File: config.mk
export PLATFORM = sky130hd
export DESIGN_NAME = rs
export DESIGN_NICKNAME = d
export VERILOG_FILES = /design/src/rtl/rs_pkg.sv /design/src/rtl/rs_src_snoop.sv /design/src/rtl/rs.sv
export SDC_FILE = /design/constraint.sdc
export NUM_CORES = 1
export LEC_CHECK = 0
export ABC_AREA = 0
export BUFFER_PORTS_ARGS = -buffer_cell sky130_fd_sc_hd__buf_2
export CORE_UTILIZATION = 40
export DETAILED_ROUTE_END_ITERATION = 8
export PLACE_DENSITY = 0.73
export SYNTH_ARGS = -nofsm -noshare
export SYNTH_HDL_FRONTEND = slang
export SYNTH_HIERARCHICAL = 1
export SYNTH_SLANG_ARGS = --single-unit
File: constraint.sdc
create_clock -name clk -period 2.02 [get_ports clk]
set_input_delay 0.303 -clock clk [delete_from_list [all_inputs] [get_ports clk]]
set_output_delay 0.303 -clock clk [all_outputs]
set_load 0.02 [all_outputs]
File: src/rtl/rs_pkg.sv
// rs_pkg: shared widths, tag constants and tag match helper for the reservation station slot
package rs_pkg;
    localparam int FIELD_W = 8;
    localparam int TAG_W = 4;
    localparam logic [TAG_W-1:0] TAG_NONE = 4'h0;
    function automatic logic tag_hit(input logic [TAG_W-1:0] tag, input logic [TAG_W-1:0] bus);
        return bus != TAG_NONE && bus == tag;
    endfunction
endpackage

File: src/rtl/rs_src_snoop.sv
// rs_src_snoop: tracks one source operand's tag, ready bit and captured value
module rs_src_snoop
    import rs_pkg::*;
(
    input  logic               clk,
    input  logic               rst,
    input  logic               load,
    input  logic               valid,
    input  logic [TAG_W-1:0]   depid,
    input  logic [TAG_W-1:0]   depins,
    input  logic [FIELD_W-1:0] depinval,
    output logic               rdy,
    output logic [FIELD_W-1:0] val
);
    logic [TAG_W-1:0] tag;
    // load with same-cycle bypass, otherwise capture the first matching broadcast
    always_ff @(posedge clk or posedge rst)
        if (rst) begin
            tag <= TAG_NONE;
            rdy <= 1'b0;
            val <= '0;
        end else if (load) begin
            tag <= depid;
            rdy <= depid == TAG_NONE || tag_hit(depid, depins);
            val <= tag_hit(depid, depins) ? depinval : '0;
        end else if (valid && !rdy && tag_hit(tag, depins)) begin
            rdy <= 1'b1;
            val <= depinval;
        end
endmodule

File: src/rtl/rs.sv
// rs: single-entry reservation station slot with dispatch token and FU claim chains
module rs
    import rs_pkg::*;
(
    input  logic                    clk,
    input  logic                    rst,
    input  logic [FIELD_W-1:0]      operandin,
    input  logic [FIELD_W-1:0]      wbsin,
    input  logic [FIELD_W-1:0]      flagin,
    input  logic [FIELD_W-1:0]      robidin,
    input  logic [1:0][TAG_W-1:0]   depidsin,
    input  logic                    camtransmit,
    input  logic [TAG_W-1:0]        depins,
    input  logic [FIELD_W-1:0]      depinval,
    input  logic                    fuclaimed,
    output logic [FIELD_W-1:0]      operandout,
    output logic [FIELD_W-1:0]      wbsout,
    output logic [FIELD_W-1:0]      flagout,
    output logic [FIELD_W-1:0]      robidout,
    output logic [1:0][FIELD_W-1:0] depvalsout,
    output logic                    futransmitout,
    output logic                    fuclaimedout,
    output logic                    camtransmitout
);
    logic       valid;
    logic       load;
    logic       ready;
    logic [1:0] rdy;
    assign load = camtransmit && !valid;
    assign ready = valid && &rdy;
    assign futransmitout = ready && !fuclaimed;
    assign fuclaimedout = fuclaimed || ready;
    assign camtransmitout = camtransmit && valid;
    // occupancy: cleared when the FU bus is taken, set when a token lands on a free slot
    always_ff @(posedge clk or posedge rst)
        if (rst) valid <= 1'b0;
        else if (futransmitout) valid <= 1'b0;
        else if (load) valid <= 1'b1;
    // stored fields stay on the outputs after release
    always_ff @(posedge clk or posedge rst)
        if (rst) begin
            operandout <= '0;
            wbsout <= '0;
            flagout <= '0;
            robidout <= '0;
        end else if (load) begin
            operandout <= operandin;
            wbsout <= wbsin;
            flagout <= flagin;
            robidout <= robidin;
        end
    for (genvar i = 0; i < 2; i++) begin : g_src
        rs_src_snoop u_src (
            .clk(clk),
            .rst(rst),
            .load(load),
            .valid(valid),
            .depid(depidsin[i]),
            .depins(depins),
            .depinval(depinval),
            .rdy(rdy[i]),
            .val(depvalsout[i])
        );
    end
endmodule

==> results of run 1 <==
how the worst max path moves through the flow:
| stage | cells after the start | to | slack [ns] |
|---|---|---|---|
| finish | 4 | g_src[1].u_src/val[4] | 0.44 |
| floorplan | 7 | g_src[0].u_src/val[0] | 0.47 |
| global placement | 5 | g_src[1].u_src/val[1] | 0.49 |
| CTS | 3 | futransmitout | 0.41 |
| global route | 4 | g_src[1].u_src/val[4] | 0.28 |
| detailed placement | 5 | g_src[1].u_src/val[4] | 0.39 |
synthesized netlist by cell type (all sizes together):
| master | n |
|---|---|
| nand4 | 18 |
| buf | 8 |
| o22a | 1 |
| and4 | 2 |
| inv | 3 |
| dfrtp | 59 |
| o21ai | 16 |
| and2 | 1 |
| a211oi | 2 |
| nand4b | 16 |
| xor2 | 10 |
| dlygate4sd1 | 2 |
| nor3 | 2 |
| mux2 | 40 |
| clkbuf | 4 |
| nand2b | 1 |
| a21oi | 4 |
| and2b | 18 |
| nor2b | 1 |
| or2 | 2 |
| nor2 | 5 |
| nand3 | 17 |
| nor4 | 6 |
| xnor2 | 6 |
routing by layer:
layer	track usage (%)	part of all wire [%]	vias to the layer above
met2	29.4	52	69
met4	7.66	1.7	0
met3	3.87	4.3	10
met1	24.1	42	1179
met5	0	0	-
li1	-	-	1109
layout by cell type, fill, tap and decap left out, drive strengths merged, types with 4 or more instances in the layout:
cell      n
mux2     40
nor2      5
a21oi     4
nand4b   16
xor2     10
o21ai    16
buf     109
nand3    17
xnor2     6
nor4      6
clkbuf    9
nand4    18
dfrtp    59
inv       5
and2b    18
sequential cells by signal (all words and copies together) (netlist names):
name and cells:
valid 1, flagout 8, g_src.u_src/rdy 2, g_src.u_src/val 16
g_src.u_src/tag 8, robidout 8, wbsout 8, operandout 8
where the power goes:
group	total, W	internal, W	switching [W]
Sequential	0.00211	0.00177	0.000344
Clock	0.00109	0.000577	0.000515
Combinational	0.00292	0.00135	0.00156
Total	0.00612	0.00370	0.00242
worst max-delay path: stages (launching register included):
cell,delay (ns)
dfrtp_1,0.41
nor4_1,0.43
or2_0,0.42
o21ai_0,0.14
nand3_1,0.11
area by class of cell:
type / count / area [um2]
clock buffer: 9 / 124
clock inverter: 7 / 76.3
fill: 682 / 3550
inverter: 3 / 11.3
multi-input combinational: 168 / 1480
sequential: 59 / 1480
tap: 99 / 124
timing repair buffer: 109 / 566
kinds of logic (layout without fill, tap and decap cells):
group                  count (synthesis)  count (layout)
XOR/XNOR                              16              16
buffers and inverters                 17             128
multiplexers                          40              40
AND/OR/NAND/NOR                       89              89
flip-flops                            59              59
AO/OA/AOI/OAI                         23              23
per-stage QoR:
step / power [W] / worst slack [ns] / std cells / area (um2)
2_1_floorplan: 0.00429 / 0.467 / 244 / 3130
3_3_place_gp: 0.00496 / 0.487 / 438 / 3660
3_5_place_dp: 0.00506 / 0.386 / 438 / 3660
4_1_cts: 0.00618 / 0.406 / 454 / 3860
5_1_grt: 0.00652 / 0.281 / 454 / 3860
6_report: 0.00612 / 0.445 / 454 / 3860
==> results.md, run 1 <==
- Buffers on Ports: 106
- Worst Path Required: 2.29 ns
- PwrDens: between 1500 and 2000 mW/mm2
- Initial antenna violation count: 0
- CP Max Fanout: 8
- Cell area after synthesis: approximately 0.0031 mm2
- CP startpoint: g_src[1].u_src/tag[1]
- Yosys cell types: 30
- Core ar.: 0.00741 mm2
- Worst min-delay path category: primary input to asynchronous set/reset pin
- Skew final: 0.00456 ns
- Post-synthesis adder-cell area fraction: 0%
- Worst Path Arrival: 1.84 ns
- Worst r2r src: g_src[1].u_src/tag[1]
- Syn Nets: 300
- Simple-gate share of the synthesized area: 20.6%
- Worst setup path class: flop to flop
- Nets: 406
- DR vias: ~2400
- Mapped Avg Cell Area: 12.8 um2
- Number of I/O pins: 107
- Fin crit share: 78.0%
- CP Launch Type: flop
- Status: finished clean
- CTS tree: built
- Yosys warns: 6
- Largest family of logic cells by synthesized area: simple AND/OR/NAND/NOR gates
- WL per Instance: approximately 16 um
- Area growth from synthesis to final layout: 23.3%
- MaxCap Viol Count: 0
- Number of placement rows: 31
- Slew @ Worst Pin: 0.533 ns
- Synth area leader: dfrtp_1
- ANT cells: 0
- First-pass GRT wire length: 11900 um
- Slew Viols, Final: 0
- Post-CTS setup buffers: 0
- Fin Hold WS: 0.0129 ns
- Die H: 90.5 um
- DRT Pass-1 Iters: 4
- Top-area cell type share of the netlist area: 47.2%
- Vias per std cell: 5.21
- Mux contribution to synthesized area: between 15 and 20%
- Worst R2R Setup Slack: 0.44 ns
- Critical Path Sink Type: flop
- Total Routing Usage GR: 18.4%
- Pleak: 1.88 nW
- Compound-Gate Fraction of Synth Area: approximately 4.3%
- Routed wire length: 7180 um
- Seq cells post-synth: 59
- GR Overflow Total: 0
- Cts hold-fix bufs: 0
- Final ANT Viol Nets: 0
- Vias in the first global route: 2299
- DRC: 0
- Total CTS buffers: 9
- Clock sink count: 59
- Clock buffer depth: 2
- Final HPWL DP: 5220 um
- Initial DRC count: 110
- Worst-skew pair later-pin latency: 0.33 ns
- VDD IR-drop max: 0.493 mV
- Clock Pin Slew Worst Setup and Hold Paths: 0.07 ns
- Fmax: 0.635 GHz
- Worst R2R End: g_src[1].u_src/val[4]
- Final TNS setup: 0 ns
- Die footprint: 0.00818 mm2
- Die Wd: between 90 and 100 um
- Worst Reg-to-Reg Cells: 4
- Largest net degree at the start of global routing: 67
- Gate Count Post-Synth: 244
- Utilization after layout: a little over half
- Clk root buf: clkbuf_8
- Synth Area in XOR/XNOR: 4.48%
- Initial core utilization: a little over two fifths
- Share of cells above drive strength 1: 54.1%
- Fin crit period: roughly 1.6 ns
- Final setup fails: 0
- Final Wtd Congestion: 0.777
- Slew Limit Headroom: 64.4%
- CTS H-Tree Depth: 3
- Ranking of synthesized cells by area: dfrtp_1, mux2_4, and2b_2
- Post-CTS resize count: 0
- Final hold vios: 0
- Unrepaired setup endpoints after global routing: no
- Sequential area share after synthesis: 47.2%
No activity file was read; power rests on OpenSTA's default activity.
==> run 2: changes to the inputs <==
--- a/config.mk
+++ b/config.mk
@@ -9,7 +9,7 @@
 export BUFFER_PORTS_ARGS = -buffer_cell sky130_fd_sc_hd__buf_2
 export CORE_UTILIZATION = 40
 export DETAILED_ROUTE_END_ITERATION = 8
-export PLACE_DENSITY = 0.73
+export PLACE_DENSITY = 0.76
 export SYNTH_ARGS = -nofsm -noshare
 export SYNTH_HDL_FRONTEND = slang
 export SYNTH_HIERARCHICAL = 1
==> constraint.sdc (replaced) <==
create_clock -name clk -period 1.35 [get_ports clk]
set_input_delay 0.2025 -clock clk [delete_from_list [all_inputs] [get_ports clk]]
set_output_delay 0.2025 -clock clk [all_outputs]
set_load 0.02 [all_outputs]
==> run 2 against run 1 <==
The run now ends with setup timing left. Combinational power is 84% higher. Register-to-register slack lost 0.51 ns. Total power increased by 63%. Clock skew is 0.0086 ns higher. Fmax up 11%. Worst hold slack better by 0.079 ns. Cell area increased by 12%. Via count grew 7.3%. Largest cell class unchanged. Largest power group unchanged.
==> results.md, run 2 (synthesis gave the netlist of run 1 again) <==
- CTS H-Tree Depth: 3 (unchanged)
- DR vias: 2540 (+7.3%)
- Crit path buffers/inverters: 3 (+3)
- WL per Instance: 16.9 um (+6.7%)
- Slew @ Worst Pin: 0.526 ns (-0.00691 ns)
- Number of placement rows: 31 (unchanged)
- Slew Limit Headroom: 64.9% (+0.46 points)
- Share of cells above drive strength 1: 61.1% (+7.1 points)
- Utilization after layout: 58.5% (+6.4 points)
- Worst slack at placement: -0.0569 ns (-0.443 ns)
- Initial DRC count: 138 (+25%)
- GR Overflow Total: 0 (unchanged)
- Power share of the combinational group: 53.6% (+6.0 points)
- Vias per std cell: 5.24 (+0.45%)
- Seq pwr share: 31.9% (-2.6 points)
- CTS tree: built
- CP Max Fanout: 13 (+5)
- Largest net degree at the start of global routing: 34 (-49%)
- Worst Path Required: 1.56 ns (-0.73 ns)
- Initial antenna violation count: 0 (unchanged)
- Clock sink count: 59 (unchanged)
- Core ar.: 0.00741 mm2 (unchanged)
- Clock network power share: 14.5% (-3.3 points)
- Worst setup path class: flop to flop
- Met1 Use GR: 23.8% (-0.30 points)
- Slew Viols, Final: 0 (unchanged)
- PwrDens: 2310 mW/mm2 (+46%)
- M3 GR Usage: 3.70% (-0.17 points)
- Reg with most FFs: g_src.u_src/val
- Skew final: 0.0132 ns (+0.00862 ns)
- Number of I/O pins: 107 (unchanged)
- First-pass GRT wire length: 12700 um (+6.9%)
- Final Wtd Congestion: 0.809 (+4.1%)
- Die Wd: 90.5 um (unchanged)
- GR Layer Usage met2: 35.1% (+5.7 points)
- Final HPWL DP: 5350 um (+2.6%)
- Vias in the first global route: 2568 (+12%)
- Placed Cells: 458 (+4.6%)
- Psw: 0.00394 W (+63%)
- Critical Path Sink Type: flop
- Buffers on Ports: 106 (unchanged)
- DRC: 0 (unchanged)
- Worst setup margin: -0.0680 ns (-0.512 ns)
- Pleak: 2.12 nW (+13%)
- Final hold vios: 0 (unchanged)
- Total Routing Usage GR: 19.9% (+1.6 points)
- Status: finished with violations
- MaxCap Viol Count: 0 (unchanged)
- Unrepaired setup endpoints after global routing: yes
- Die H: 90.5 um (unchanged)
- Finished Layout Cells: 485 (+6.8%)
- Final ANT Viol Nets: 0 (unchanged)
- Critical Path Max Stage Delay: 0.46 ns (+0.03 ns)
- Total CTS buffers: 9 (unchanged)
- Int Pwr: 0.00606 W (+64%)
- Total Power: 0.0100 W (+63%)
- Commonest non-fill, non-tap cell in the layout: buf_2
- Commonest cells after routing, fill and taps aside: buf_2, dfrtp_1, mux2_4, buf_4, nand4_1
- Nets: 437 (+7.6%)
- Clk root buf: clkbuf_8
- Slowest CP cell: dfrtp_2
- Top delay family on crit path: flip-flops
- Switch share: 39.4% (-0.18 points)
- Fin crit share: 105% (+27 points)
- Area growth from synthesis to final layout: 38.4%
- Worst-skew pair later-pin latency: 0.34 ns (about the same)
- Final setup fails: 42 (+42)
- Fmax: 0.705 GHz (+11%)
- Failing checks: setup timing
- Max reg flops: 16 (unchanged)
- Worst-path cell chain: nor2b_4 -> buf_6 -> buf_8 -> buf_16 -> mux2_4
- GRT busiest layer: met2
- Worst Path Arrival: 1.63 ns (-0.21 ns)
- VDD IR-drop max: 0.691 mV (+40%)
- Initial core utilization: 42.3% (unchanged)
- DRT Pass-1 Iters: 4 (unchanged)
- Clock buffer depth: 2 (unchanged)
- Die footprint: 0.00818 mm2 (unchanged)
- Clock Pin Slew Worst Setup and Hold Paths: 0.08 ns (about the same)
- Fin crit period: 1.42 ns (-0.158 ns)
- Final Cell Area: 0.00433 mm2 (+12%)
- Worst min-delay path category: primary input to flop
- CP Launch Type: flop
- Routed wire length: 8190 um (+14%)
- ANT cells: 0 (unchanged)
- Placed instance area: 0.00384 mm2 (+4.9%)
run 2: changes by cell type in the layout (fill, tap and decap cells not counted), moves of 8 or more:
cell	change
buf_4	+19
mux2_2	-10
mux2_4	+10
o21ai_0	-16
o21ai_1	+8
o21ai_2	+8
run 2: repair_timing:
item                                    CTS  global route
pin swaps                                 1             1
endpoints found under the setup margin   33            45
setup buffers                             5             1
cloned                                    4             1
hold buffers                              1             0
endpoints found under the hold margin    58             0
gates resized for setup                  15            28
run 2: cell type report:
type                    instances  area, um2
inverters                       3       11.3
clock buffers                  11        141
flip-flops and latches         59       1480
multi-input cells             168       1590
clock inverters                 5       38.8
well taps                      99        124
fillers                       627       3080
repair buffers                140        952
run 2: power by group through the flow:
stage	Combinational, W	Clock, W	Sequential [W]
after floorplan	0.00250	0	0.00400
after detailed placement	0.00468	0	0.00318
after CTS	0.00509	0.00149	0.00317
final	0.00536	0.00145	0.00319
after global routing	0.00568	0.00159	0.00329
after global placement	0.00459	0	0.00313
run 2: worst register-to-register path, delay by kind of cell (launching register included):
family	cells	cell delay, ns
mux	1	0.29
buf+inv	3	0.39
simple gates	1	0.17
flops	1	0.46
run 2: stage by stage:
| stage | hold WS (ns) | TNS, ns |
|---|---|---|
| after CTS | 0.0772 | -0.638 |
| after global routing | 0.0734 | -3.00 |
| after floorplan | 0.0795 | -1.27 |
| final | 0.0919 | -0.679 |
| after global placement | 0.270 | -0.0883 |
| after detailed placement | 0.284 | -0.676 |
run 2: final timing paths:
| kind | from | end | slack, ns | cells past startpoint |
|---|---|---|---|---|
| worst max-delay path | valid | g_src[1].u_src/tag[1] | -0.07 | 5 |
| worst min-delay path | wbsin[7] | wbsout[7] | 0.09 | 2 |
| worst max register to register | valid | g_src[1].u_src/tag[1] | -0.07 | 5 |
| worst min register to register | flagout[5] | flagout[5] | 0.51 | 1 |
| max in group asynchronous | rst | valid | 0.48 | 4 |
| min in group asynchronous | rst | g_src[0].u_src/val[6] | 0.47 | 3 |
run 2: layer usage:
metal / wire length, um / up-vias
met5: 0 / -
met4: 123 / 0
met3: 329 / 13
met2: 4360 / 87
met1: 3380 / 1261
li1: - / 1179
